===== src/rtl/connect4_pkg.sv =====
// Shared constants, cell codes and state encoding for the
// Connect-4 move scheduler.
package connect4_pkg;

    localparam int ROWS_DEF = 6;
    localparam int COLS_DEF = 7;

    localparam logic [1:0] CELL_EMPTY = 2'b00;
    localparam logic [1:0] CELL_P1    = 2'b01;
    localparam logic [1:0] CELL_P2    = 2'b10;

    typedef enum logic [1:0] {
        IDLE,
        SCAN,
        OVER
    } sched_state_t;

    // Bit offset of cell (r,c) inside the flat board vector.
    function automatic int cell_idx(input int r, input int c, input int cols);
        return 2 * (r * cols + c);
    endfunction

endpackage


===== src/rtl/line_check4.sv =====
// Combinational four-in-a-row detector for lines starting at one
// anchor cell in the +c, +r, +r+c and +r-c directions.
module line_check4
    import connect4_pkg::*;
#(
    parameter int ROWS = ROWS_DEF,
    parameter int COLS = COLS_DEF
) (
    input  logic [2*ROWS*COLS-1:0]  board,
    input  logic [$clog2(ROWS)-1:0] row,
    input  logic [$clog2(COLS)-1:0] col,
    output logic [1:0]              owner
);

    function automatic logic [1:0] cell_at(
        input logic [2*ROWS*COLS-1:0] b,
        input int                     r,
        input int                     c
    );
        return b[cell_idx(r, c, COLS) +: 2];
    endfunction

    always_comb begin
        logic [1:0] a;
        logic       same;
        int         r0;
        int         c0;
        int         dr;
        int         dc;
        owner = CELL_EMPTY;
        r0    = int'(row);
        c0    = int'(col);
        a     = cell_at(board, r0, c0);
        for (int d = 0; d < 4; d++) begin
            dr = (d == 0) ? 0 : 1;
            dc = (d == 0) ? 1 : (d == 1) ? 0 : (d == 2) ? 1 : -1;
            // Lines whose far cell leaves the board are never considered.
            same = (a != CELL_EMPTY) &&
                   (r0 + 3 * dr < ROWS) &&
                   (c0 + 3 * dc >= 0) &&
                   (c0 + 3 * dc < COLS);
            for (int i = 1; i < 4; i++) begin
                if (same && cell_at(board, r0 + i * dr, c0 + i * dc) != a)
                    same = 1'b0;
            end
            if (same)
                owner = a;
        end
    end

endmodule


===== src/rtl/connect4_move_scheduler.sv =====
// Owns the board and column heights, places dropped discs and runs a
// one-anchor-per-cycle win scan after every placement.
module connect4_move_scheduler
    import connect4_pkg::*;
#(
    parameter int ROWS = ROWS_DEF,
    parameter int COLS = COLS_DEF
) (
    input  logic                    clk,
    input  logic                    rst_n,
    input  logic                    new_game,
    input  logic                    drop_valid,
    output logic                    drop_ready,
    input  logic [$clog2(COLS)-1:0] drop_col,
    output logic [2*ROWS*COLS-1:0]  board,
    output logic [1:0]              cur_player,
    output logic                    move_done,
    output logic [1:0]              win,
    output logic                    draw,
    output logic                    illegal,
    output logic                    busy
);

    localparam int N  = ROWS * COLS;
    localparam int KW = $clog2(N);
    localparam int HW = $clog2(ROWS + 1);
    localparam int CW = $clog2(COLS);
    localparam int RW = $clog2(ROWS);

    sched_state_t   state;
    logic [HW-1:0]  height [COLS];
    logic [KW-1:0]  k;
    logic [1:0]     hit;
    logic [1:0]     hit_nx;
    logic [1:0]     owner;
    logic [RW-1:0]  anc_r;
    logic [CW-1:0]  anc_c;
    logic [HW-1:0]  sel_h;
    logic           col_ok;
    logic           full;
    logic           last;

    assign drop_ready = (state == IDLE);
    assign busy       = (state == SCAN);

    always_comb begin
        sel_h = '0;
        full  = 1'b1;
        for (int i = 0; i < COLS; i++) begin
            if (CW'(i) == drop_col)
                sel_h = height[i];
            if (height[i] != HW'(ROWS))
                full = 1'b0;
        end
        col_ok = (int'(drop_col) < COLS) && (sel_h != HW'(ROWS));
        anc_r  = RW'(int'(k) / COLS);
        anc_c  = CW'(int'(k) % COLS);
        last   = (int'(k) == N - 1);
        hit_nx = (owner != CELL_EMPTY) ? owner : hit;
    end

    line_check4 #(
        .ROWS (ROWS),
        .COLS (COLS)
    ) u_check (
        .board (board),
        .row   (anc_r),
        .col   (anc_c),
        .owner (owner)
    );

    always_ff @(posedge clk or negedge rst_n) begin
        if (!rst_n) begin
            state      <= IDLE;
            board      <= '0;
            cur_player <= CELL_P1;
            k          <= '0;
            hit        <= CELL_EMPTY;
            move_done  <= 1'b0;
            win        <= CELL_EMPTY;
            draw       <= 1'b0;
            illegal    <= 1'b0;
            for (int i = 0; i < COLS; i++)
                height[i] <= '0;
        end else begin
            move_done <= 1'b0;
            illegal   <= 1'b0;
            if (new_game) begin
                state      <= IDLE;
                board      <= '0;
                cur_player <= CELL_P1;
                k          <= '0;
                hit        <= CELL_EMPTY;
                win        <= CELL_EMPTY;
                draw       <= 1'b0;
                for (int i = 0; i < COLS; i++)
                    height[i] <= '0;
            end else begin
                unique case (state)
                    IDLE: begin
                        if (drop_valid) begin
                            if (!col_ok) begin
                                illegal <= 1'b1;
                            end else begin
                                board[cell_idx(int'(sel_h), int'(drop_col), COLS) +: 2]
                                    <= cur_player;
                                for (int i = 0; i < COLS; i++)
                                    if (CW'(i) == drop_col)
                                        height[i] <= sel_h + HW'(1);
                                k     <= '0;
                                hit   <= CELL_EMPTY;
                                state <= SCAN;
                            end
                        end
                    end
                    SCAN: begin
                        hit <= hit_nx;
                        k   <= k + KW'(1);
                        if (last) begin
                            move_done <= 1'b1;
                            if (hit_nx != CELL_EMPTY) begin
                                win   <= hit_nx;
                                state <= OVER;
                            end else if (full) begin
                                draw  <= 1'b1;
                                state <= OVER;
                            end else begin
                                cur_player <= (cur_player == CELL_P1) ? CELL_P2 : CELL_P1;
                                state      <= IDLE;
                            end
                        end
                    end
                    OVER: begin
                        state <= OVER;
                    end
                    default: begin
                        state <= IDLE;
                    end
                endcase
            end
        end
    end

endmodule

===== config.mk =====
export PLATFORM = sky130hd
export DESIGN_NAME = connect4_move_scheduler
export DESIGN_NICKNAME = d
export VERILOG_FILES = /design/src/rtl/connect4_pkg.sv /design/src/rtl/line_check4.sv /design/src/rtl/connect4_move_scheduler.sv
export SDC_FILE = /design/constraint.sdc
export NUM_CORES = 1
export LEC_CHECK = 0
export BUFFER_PORTS_ARGS = -buffer_cell sky130_fd_sc_hd__clkbuf_2
export CAP_MARGIN = 25
export CORE_ASPECT_RATIO = 0.8
export CORE_MARGIN = 2
export CORE_UTILIZATION = 60
export CTS_BUF_LIST = sky130_fd_sc_hd__clkbuf_4 sky130_fd_sc_hd__clkbuf_8
export DETAILED_ROUTE_END_ITERATION = 7
export PLACE_DENSITY = 0.87
export SYNTH_ARGS = -nofsm -noshare
export SYNTH_HDL_FRONTEND = slang
export SYNTH_HIERARCHICAL = 1
export SYNTH_SLANG_ARGS = --single-unit

===== constraint.sdc =====
create_clock -name clk -period 15.2 [get_ports clk]
set_input_delay 1.52 -clock clk [delete_from_list [all_inputs] [get_ports clk]]
set_output_delay 1.52 -clock clk [all_outputs]
set_load 0.05 [all_outputs]

==> results.yml <==
power_and_ir_drop:
  p_leak_nw: 7.72
  peakVddDrop_mv: 0.0497
  p_per_area_nw_per_um2: 51.4
yosys:
  synth_commonest_cells: "mux2i_1 (229), mux4_2 (128), dfrtp_1 (121)"
  async_reset_ff_frac: 1.00
  syn-num-nets: 1865
  synth_xor_area_frac: 0.0488
  avgSynthCellArea_um2: 9.77
  synthMuxAreaShare: 0.332
  synth_most_common_cell: "mux2i_1"
  synthTopCellsByArea: "dfrtp_1 (18%), mux4_2 (17%), mux2i_1 (14%), ha_1 (7.9%), nand2b_1 (3.4%)"
  ys_seq_elements: 122
  synth_top_family_by_area: "multiplexers"
  synth_compound_area_frac: 0.112
  yosysSeqAreaShare: 0.181
  yosysTopAreaCell: "dfrtp_1"
  synth_top_area_share: 0.180
  synthSimpleGateAreaFrac: 0.174
  synth-edff-count: 0
  synth_area_um2: 16900
  synth_fa_ha_area_frac: 0.111
  synth_ff_type: "dfrtp_1"
  synth_cells: 1725
  ys_warn_count: 6
  yosysUniqueCellTypes: 90
drt:
  vias: 15700
  ant_nets: 0
  wl_per_cell_um: 26.7
  drc_errors: 0
  drtPass1Iterations: 8
  maxUsedRoutingLayer: "met4"
  via_per_inst: 7.32
  met2_wirelength_mm: 24.0
  wl_met3_mm: 9.25
  drt-met1-wl_mm: 21.6
  drt_wl_total_mm: 57.5
  dr.first_iter.drc_count: 2682
timing:
  final_hold_viol_count: 0
  fmax_ghz: 0.0944
  rsz0062_at_grt: "false"
  hold_ws_ns: 0.551
  worstMarginPinSlew_ns: 1.10
  period_needed_ns: 10.60
  final-max-slew-violation-count: 0
  finClkSkew_ns: 0.0171
  setup_viol: 0
  min_period_over_period: 0.697
  final.setup.tns_ns: 0
  max_slew_margin: 0.264
clocking:
  cts_hold_buf: 0
  clock_sinks: 122
  cts_tree: "yes"
  htreeDepth: 4
  cts_buffers: 17
  post_cts_resized: 0
  path_clk_slew_ns: 0.08
  clk_latency_ns: 0.46
  cts_setup_buffers: 0
  clockBufferDepth: 2
  cts-root-buf: "clkbuf_8"
layout:
  diodes: 0
  fin_cells: 2151
  drive_gt1_frac: 0.194
  final_nets: 1915
  nFillCells: 2171
  final_cell_area_um2: 18000
  post-route-util: 0.656
  area_growth_syn_to_layout_pct: 6.82
  multiInputGateArea_um2: 13100
  regArea_um2: 3050
floorplan:
  die_w_um: 191
  fp.dieH_um: 154
  core_area_um2: 27400
  die_area_um2: 29500
  pin_count: 100
  rows: 54
  start_util: 0.614
global_routing:
  grtUsageTotal: 0.388
  antenna_found_initial: 0
  grt_pass1_wl_mm: 87.2
  grt.overflow.total: 0
  grt_max_degree: 81
  grt_pass1_vias: 14900
setup_path:
  critPathLaunch: "k[3]"
  worstSetupPathType: "register to register"
  r2r_start: "k[3]"
  slowest_stage: "fa_1"
  critPathLaunchType: "register"
  slowest_delay_ns: 1.02
  endpoint_kind: "register"
  cp.required_ns: 15.60
  critPathMaxFanout: 18
  cp.arrival_ns: 11.00
flow_run:
  drv_cap: 0
placement:
  dp_hpwl_mm: 43.9
  dp_cells: 2118
  placed_cell_area_um2: 17600
  gp_congestion: 1.06
  port_buffers: 99
run_status:
  status: "complete, no violations"
min_path:
  min_path_type: "register to register"
  hp-start: "draw"
## critical path: cells and delay by family, from the launching register on
kind            cells  cell delay [ns]
xor+xnor            3             0.98
compound gates      7             1.18
flops               1             0.56
mux                 3             1.47
buf+inv             8             1.24
fa+ha+maj           7             3.12
simple gates       10             1.98
## metal layers
metal | track usage | vias up
met5 | 0 | -
met4 | 0.126 | 0
met3 | 0.150 | 263
met2 | 0.563 | 1327
met1 | 0.531 | 7608
li1 | - | 6549
## kinds of logic (layout without fill, tap and decap cells)
logic type,after synthesis,in the layout
flip-flops,122,122
multiplexers,394,394
AND/OR/NAND/NOR,545,545
AO/OA/AOI/OAI,280,280
XOR/XNOR,89,89
adder cells (fa/ha/maj),134,134
buffers and inverters,161,223
## cells in the final DEF, fill, tap and decap left out, types with 10 or more instances in the layout
| master | Yosys | layout |
|---|---|---|
| mux2_2 | 27 | 27 |
| fa_1 | 27 | 26 |
| mux2i_1 | 229 | 229 |
| clkbuf_8 | 0 | 17 |
| o21ai_0 | 60 | 60 |
| mux2_1 | 10 | 10 |
| nand3b_1 | 17 | 17 |
| dfrtp_1 | 121 | 121 |
| nor3_1 | 36 | 36 |
| clkbuf_2 | 0 | 97 |
| nor2_1 | 107 | 107 |
| buf_4 | 4 | 18 |
| nand2_1 | 100 | 100 |
| xor2_1 | 29 | 28 |
| nand4_1 | 10 | 10 |
| nor3b_1 | 12 | 12 |
| and3_1 | 13 | 13 |
| mux4_2 | 128 | 128 |
| nor2b_1 | 32 | 32 |
| nand3_1 | 49 | 49 |
| nand2b_1 | 92 | 92 |
| and2_1 | 14 | 14 |
| a211oi_1 | 18 | 18 |
| o211ai_1 | 14 | 14 |
| xnor2_1 | 56 | 56 |
| a31oi_1 | 15 | 15 |
| ha_1 | 106 | 105 |
| inv_1 | 68 | 68 |
| a21oi_1 | 61 | 61 |
| or3_1 | 14 | 14 |
| a21o_1 | 25 | 25 |
## power by group
group          internal (W)  total [W]  switching (W)  leakage [nW]
combinational     0.0000989   0.000273       0.000174          5.83
clock              0.000162   0.000318       0.000156         0.200
sequential         0.000328   0.000335     0.00000700          1.70
## cell type report
type,count,area share
Timing Repair Buffer,118,0.0371
Multi-Input combinational cell,1442,0.730
Inverter,74,0.0154
Clock inverter,14,0.00966
Tap cell,364,0.0253
Sequential cell,122,0.170
Clock buffer,17,0.0130
## state kept, by name, indices dropped and copies added (netlist names)
| signal | flops |
|---|---|
| board | 84 |
| height | 21 |
| k | 6 |
| cur_player | 2 |
| hit | 2 |
| state | 2 |
| win | 2 |
| draw | 1 |
| illegal | 1 |
| move_done | 1 |
## worst paths after layout
path	cells after the start	slack, ns	to
worst max-delay path	38	4.60	cur_player[0]
worst min-delay path	2	0.55	draw
worst max register to register	38	4.60	cur_player[0]
worst min register to register	2	0.55	draw
max in group asynchronous	2	12.67	height[17]
min in group asynchronous	1	1.10	board[26]
## through the flow
stage                     worst slack (ns)  total power (W)
after floorplan                       5.20         0.000538
after global placement                5.22         0.000597
after detailed placement              4.81         0.000602
after CTS                             4.79         0.000912
after global routing                  3.85         0.000951
final                                 4.60         0.000926
No activity file was read; power rests on OpenSTA's default activity.
